`src/rtl/burst_accumulator.sv`:
```
// Sums up to BURST_LEN unsigned beats (or fewer, closed by i_last) and presents total + beat count.
// Latency: o_req rises the cycle after the closing beat; i_ack returns the cycle after the result handshake.
// Backpressure: results hold in HOLD until o_ack; upstream sees i_ack low for the whole HOLD state.
module burst_accumulator #(
    parameter int  DATA_W    = 32,
    parameter int  BURST_LEN = 4,
    localparam int ACC_W     = DATA_W + $clog2(BURST_LEN),
    localparam int CNT_W     = $clog2(BURST_LEN + 1)
) (
    input  logic              clk,
    input  logic              rst,
    input  logic              i_req,
    input  logic [DATA_W-1:0] i_data,
    input  logic              i_last,
    output logic              i_ack,
    output logic              o_req,
    output logic [ACC_W-1:0]  o_sum,
    output logic [CNT_W-1:0]  o_beats,
    input  logic              o_ack
);

    typedef enum logic {
        ACCUM = 1'b0,
        HOLD  = 1'b1
    } state_t;

    state_t           state;
    state_t           state_nxt;
    logic             in_xfer;
    logic             out_xfer;
    logic [CNT_W-1:0] cnt_inc;

    assign in_xfer  = i_req & i_ack;
    assign out_xfer = o_req & o_ack;
    assign cnt_inc  = o_beats + CNT_W'(1);

    always_ff @(posedge clk) begin
        if (rst) begin
            state <= ACCUM;
        end else begin
            state <= state_nxt;
        end
    end

    // A burst closes on its last permitted beat or on i_last, whichever comes first.
    always_comb begin
        state_nxt = state;
        case (state)
            ACCUM: begin
                if (in_xfer && (cnt_inc == CNT_W'(BURST_LEN) || i_last)) begin
                    state_nxt = HOLD;
                end
            end
            HOLD: begin
                if (out_xfer) begin
                    state_nxt = ACCUM;
                end
            end
            default: state_nxt = ACCUM;
        endcase
    end

    // Handshake outputs depend on state alone, so neither side sees a combinational path.
    always_comb begin
        i_ack = 1'b0;
        o_req = 1'b0;
        case (state)
            ACCUM:   i_ack = 1'b1;
            HOLD:    o_req = 1'b1;
            default: i_ack = 1'b0;
        endcase
    end

    always_ff @(posedge clk) begin
        if (rst) begin
            o_sum   <= '0;
            o_beats <= '0;
        end else if (in_xfer) begin
            o_sum   <= o_sum + ACC_W'(i_data);
            o_beats <= cnt_inc;
        end else if (out_xfer) begin
            o_sum   <= '0;
            o_beats <= '0;
        end
    end

endmodule

```
`config.mk`:
```
export PLATFORM = sky130hd
export DESIGN_NAME = burst_accumulator
export DESIGN_NICKNAME = d
export VERILOG_FILES = /design/src/rtl/burst_accumulator.sv
export SDC_FILE = /design/constraint.sdc
export NUM_CORES = 1
export LEC_CHECK = 0
export CORE_AREA = 2 2 81 83
export CTS_BUF_LIST = sky130_fd_sc_hd__clkbuf_4 sky130_fd_sc_hd__clkbuf_8
export CTS_CLUSTER_DIAMETER = 120
export CTS_CLUSTER_SIZE = 10
export DETAILED_ROUTE_END_ITERATION = 8
export DIE_AREA = 0 0 83 85
export PLACE_DENSITY = 0.81
export SLEW_MARGIN = 0
export SYNTH_ARGS = -nofsm -noshare
export SYNTH_HDL_FRONTEND = slang
export SYNTH_SLANG_ARGS = --single-unit
```
`constraint.sdc`:
```
create_clock -name clk -period 3.45 [get_ports clk]
set_clock_uncertainty 0.1 [all_clocks]
set_input_delay 0.69 -clock clk [delete_from_list [all_inputs] [get_ports clk]]
set_output_delay 0.69 -clock clk [all_outputs]
set_load 0.01 [all_outputs]
```
; ---- After elaboration in Yosys (flattened, before gate mapping)
; Cells that the tools add are included.
[totals]
elab_cells = 21
reg_bits = 38
input_bits = 37
output_inout_bits = 39
[op_classes]
mux = 9
bitwise_logic = 3
n_reduce_logical = 3
n_eq_ne = 1
addsub = 2
[op_table]
columns = cell, n
row1 = $mux 34, 2
row2 = $add 34x32->34, 1
row3 = $mux 3, 2
row4 = $mux 1, 4
row5 = $add 3x1->3 const B, 1
row6 = $eq 3x3->1 const B, 1
row7 = $and 1x1->1, 2
row8 = $pmux 1 s2, 1
row9 = $reduce_bool 2->1, 1
row10 = $logic_and 1x1->1, 1
row11 = $logic_or 1x1->1, 1
row12 = $not 1->1, 1

; ---- Longest topological paths before layout
[logic_depth]
depth_word = 6
ltp_mapped = 11
depth_no_buf = 11

; ---- Worst setup path after synthesis
; Ideal clock, no wire load.
[synth_path]
path_type = input-to-reg
from = input i_data[16]
to = register o_sum[29]
t_required_ns = 3.233
setup_time_ns = 0.117
arrival_ns = 2.933
path_stages = 10
n_path_buf = 1
path_slack_ns = 0.299
path_cell_list = ha_1 clkbuf_8 a21o_1 o21bai_1 a311oi_1 o21ai_1 a31oi_4 a211oi_2 or4_1 a32o_1
[synth_via]
elab_chain_cells = 2
[synth_rtl]
columns = element, line
row1 = from (decl), 13  ; input logic [DATA_W-1:0] i_data,
row2 = $add 34x32->34, 79  ; o_sum <= o_sum + ACC_W'(i_data);
row3 = $mux 34, 78  ; end else if (in_xfer) begin
row4 = to (signal assigned), 79
row5 = to (decl), 17  ; output logic [ACC_W-1:0] o_sum,
; No other way between the ends.
; A chain may end at the register's enable or synchronous reset.

; ---- Worst setup path in the final report
[layout_path]
from = input i_data[1]
to = register o_sum[29]
; The elaborated chain is that of the path after synthesis.

==> results.rst <==
.. list-table::
   :header-rows: 1

   * - Metric
     - Value
   * - Run status
     - completed
   * - Combined global-route utilization of all metal layers
     - 24.9%
   * - Core area
     - a little over 6000 sq um
   * - Number of antenna violations at the first check in global routing
     - 0
   * - Final routed DRC violation total
     - 0
   * - Growth of design area from synthesis to finish
     - 41.3%
   * - Compound-cell area share of the yosys netlist
     - roughly 30%
   * - Origin of the worst setup path
     - i_data[1]
   * - Average via count per standard cell
     - between 5 and 6
   * - Die extent in y
     - 85 um
   * - Maximum number of pins on one net before global-route repair
     - 19
   * - Post-synthesis instance area
     - between 3000 and 4000 sq um
   * - Final worst slack
     - 0.108 ns
   * - Number of nets in the final layout
     - roughly 570
   * - Final Non-Filler Cells
     - approximately 580
   * - Wire length of the first global-routing pass
     - around 15 mm
   * - Number of optimization iterations in the first detailed-route pass
     - 5
   * - Type of the tightest min-delay check
     - flop to flop
   * - Ys flop type
     - sky130_fd_sc_hd__dfxtp_1
   * - Cell count after synthesis
     - 382
   * - Placer's final routability congestion estimate
     - around 0.92
   * - Register bit total from synthesis
     - 38
   * - Final design area excluding fillers
     - between 4000 and 5000 sq um
   * - Starting density of the core
     - 49.7%
   * - Cell depth of the worst flop-to-flop path
     - 9
   * - WP data arrival
     - between 3 and 4 ns
   * - Hold path depth
     - 2
   * - Number of nets still failing antenna checks after routing
     - 0
   * - Horizontal extent of the die
     - 83 um
   * - Multiplexer share of the synthesized area
     - 0.365%
   * - Maximum level of the CTS H-tree
     - 2
   * - CP endpoint kind
     - flop
   * - Detailed router's first-iteration violation count
     - around 240
   * - Number of enable flip-flop cells after synthesis
     - 0
   * - GR Overflow Total
     - 0
   * - Maximum Capacitance Violations
     - 0
   * - Number of max-slew violations in the final report
     - 0
   * - Min Tclk post-route
     - approximately 3.3 ns
   * - Data required time at the worst endpoint
     - 3.54 ns
   * - Synth warn
     - 0
   * - Kind of launch point of the worst setup path
     - input port
   * - Slew at the pin closest to its max-slew limit
     - ~0.61 ns
   * - Placed inst area
     - roughly 4200 sq um
   * - Post-synthesis average cell area
     - 8.07 sq um
   * - Largest family of logic cells by synthesized area
     - compound AO/OA/AOI/OAI gates
   * - Cell Pwr Density
     - approximately 420 nW/um^2
   * - Post-synthesis share of cell area spent on and, or, nand and nor gates
     - between 10% and 20%
   * - Capturing element of the worst setup path
     - o_sum[29]
   * - Number of placed instances, taps included
     - approximately 570
   * - WL/cell
     - ~16 um
   * - Via count of the first global-routing pass
     - approximately 3.3k
   * - Adder-cell area share of the yosys netlist
     - about 14%
   * - Launching point of the worst reg2reg path
     - o_sum[4]
   * - Post-synth cell types
     - 58
   * - Final hold vios
     - 0
   * - Worst skew pair latency
     - 0.30 ns
   * - Worst vdd rail ir drop
     - between 200 and 250 uV
   * - Number of port buffers
     - 75
   * - Highest clock rate
     - 0.299 GHz
   * - # setup viols final
     - 0
   * - Max Root-Sink Buffers
     - 2
   * - Total CTS buffers
     - 5
   * - Clock-pin slew reported for the worst setup and hold paths after clock tree synthesis
     - 0.08 ns
   * - CP max FO
     - 3
   * - Number of antenna diodes
     - 0
   * - Row Count
     - 29
   * - Period Utilization, post-route
     - a little over nine tenths
   * - Sequential area share after synthesis
     - 24.7%
   * - Post-cts hold buffer count
     - 0
   * - Detailed-route via count
     - 3356
   * - Post-synthesis xor/xnor area fraction
     - 8.24%
   * - Placement-stage worst setup slack
     - -0.357 ns
   * - Worst R2R Setup Slack
     - 0.58 ns
   * - Clock tree root buffer cell
     - sky130_fd_sc_hd__clkbuf_8
   * - Area of the die
     - between 7000 and 8000 sq um
   * - RSZ-0062 raised after global routing
     - false
   * - Fill cell count
     - between 500 and 600
   * - Leakage power
     - roughly 0.0018 uW
   * - TritonCTS sink count
     - 38
   * - Terminus of the critical flop-to-flop path
     - o_sum[29]
   * - Share of the core filled with cells in the final layout
     - a little over two thirds
   * - Worst setup path category
     - input port to flop
   * - Final HPWL DP
     - around 7 mm
   * - Number of top-level design ports
     - between 70 and 80
   * - Fraction of layout instances using a drive strength above 1
     - between 10% and 20%
   * - Relative slew margins
     - roughly three fifths
   * - TritonCTS clock tree
     - built
   * - Worst hold-check slack
     - 0.379 ns
   * - Total nets after synthesis
     - between 400 and 500
   * - Fraction of registers with async set/reset
     - 0%
   * - Final WL
     - around 9.0 mm
[cell families (layout without fill, tap and decap cells)]
| group | Yosys count | after routing |
|---|---|---|
| compound gates | 133 | 133 |
| xor+xnor | 29 | 29 |
| fa+ha+maj | 35 | 35 |
| buf+inv | 25 | 144 |
| flops | 38 | 38 |
| mux | 1 | 1 |
| simple gates | 121 | 121 |
[registers in the layout, summed over array words and instances, names as in the netlist]
register and flops:
o_beats 3, state 1, o_sum 34
[critical path, stage by stage]
cell and delay (ns):
sky130_fd_sc_hd__clkdlybuf4s50_1 0.43, sky130_fd_sc_hd__buf_4 0.14, sky130_fd_sc_hd__ha_1 0.27, sky130_fd_sc_hd__a21oi_1 0.08, sky130_fd_sc_hd__o211a_1 0.25, sky130_fd_sc_hd__o21a_4 0.23, sky130_fd_sc_hd__o21a_4 0.21, sky130_fd_sc_hd__or4b_4 0.53
sky130_fd_sc_hd__a211oi_4 0.24, sky130_fd_sc_hd__o31ai_1 0.10, sky130_fd_sc_hd__a32o_1 0.26
[routing by layer]
metal  routed length, um  up-vias  part of all wire (%)  global-route usage, %
met5                   0        -                     0                      0
met4                 152        0                   1.7                   6.86
met3                 634       19                   7.0                   5.35
met2                4440      138                    49                   45.4
met1                3780     1558                    42                   29.6
li1                    -     1641                     -                      -
[worst min-delay path by stage]
stage,start,to,slack (ns)
final,o_sum[31],o_sum[31],0.38
after global routing,o_sum[19],o_sum[19],0.41
after CTS,o_sum[20],o_sum[20],0.39
after detailed placement,o_sum[20],o_sum[20],0.37
after global placement,o_sum[25],o_sum[25],0.36
after floorplan,o_sum[12],o_sum[12],0.40
[power breakdown]
group	total, uW	switching [uW]	leakage, uW	internal, uW
combinational	950	468	0.00145	482
clock	328	178	0.0000486	151
sequential	544	48.3	0.000312	495
total	1820	694	0.00181	1130
[metrics by stage]
step / setup TNS (ns) / power [uW]
2_1_floorplan: 0 / 1100
3_3_place_gp: -1.46 / 1450
3_5_place_dp: -2.10 / 1470
4_1_cts: 0 / 1800
5_1_grt: 0 / 1940
6_report: 0 / 1820
[cells in the final DEF, fill, tap and decap left out, types with 14 or more instances in the layout]
master,instances
sky130_fd_sc_hd__clkdlybuf4s50_1,75
sky130_fd_sc_hd__buf_4,50
sky130_fd_sc_hd__nor2_1,41
sky130_fd_sc_hd__dfxtp_1,38
sky130_fd_sc_hd__nand2_1,35
sky130_fd_sc_hd__a21oi_1,34
sky130_fd_sc_hd__ha_1,34
sky130_fd_sc_hd__o21ai_0,29
sky130_fd_sc_hd__xnor2_1,20
sky130_fd_sc_hd__a22oi_1,14
[cell usage after synthesis, types with 5 or more instances]
cell type | n | area [sq um]
sky130_fd_sc_hd__a311oi_1 | 6 | 52.6
sky130_fd_sc_hd__a22oi_1 | 14 | 105
sky130_fd_sc_hd__o21ai_0 | 29 | 145
sky130_fd_sc_hd__nor2b_1 | 6 | 37.5
sky130_fd_sc_hd__xnor2_1 | 20 | 175
sky130_fd_sc_hd__nor3_1 | 6 | 30.0
sky130_fd_sc_hd__nand3_1 | 12 | 60.1
sky130_fd_sc_hd__nand2_1 | 35 | 131
sky130_fd_sc_hd__inv_1 | 11 | 41.3
sky130_fd_sc_hd__a21o_1 | 5 | 37.5
sky130_fd_sc_hd__nor2_1 | 41 | 154
sky130_fd_sc_hd__o21a_1 | 5 | 37.5
sky130_fd_sc_hd__dfxtp_1 | 38 | 761
sky130_fd_sc_hd__xor2_1 | 9 | 78.8
sky130_fd_sc_hd__o31ai_1 | 5 | 37.5
sky130_fd_sc_hd__a21oi_1 | 34 | 170
sky130_fd_sc_hd__clkbuf_1 | 9 | 33.8
sky130_fd_sc_hd__ha_1 | 34 | 425
[repair_timing]
item / in CTS / in global routing
resized for setup: 1 / 8
setup endpoints to repair: 1 / 7
pin swaps: 0 / 4
buffers inserted: 0 / 1
[area by class of cell]
cell class | instances | area (sq um) | share of cell area (%)
well taps | 77 | 96.3 | 2.21
multi-input cells | 319 | 2240 | 51.5
flip-flops and latches | 38 | 761 | 17.5
repair buffers | 125 | 1130 | 25.8
inverters | 11 | 41.3 | 0.947
clock inverters | 2 | 13.8 | 0.316
clock buffers | 6 | 76.3 | 1.75
(Power assumes the default switching activity.)
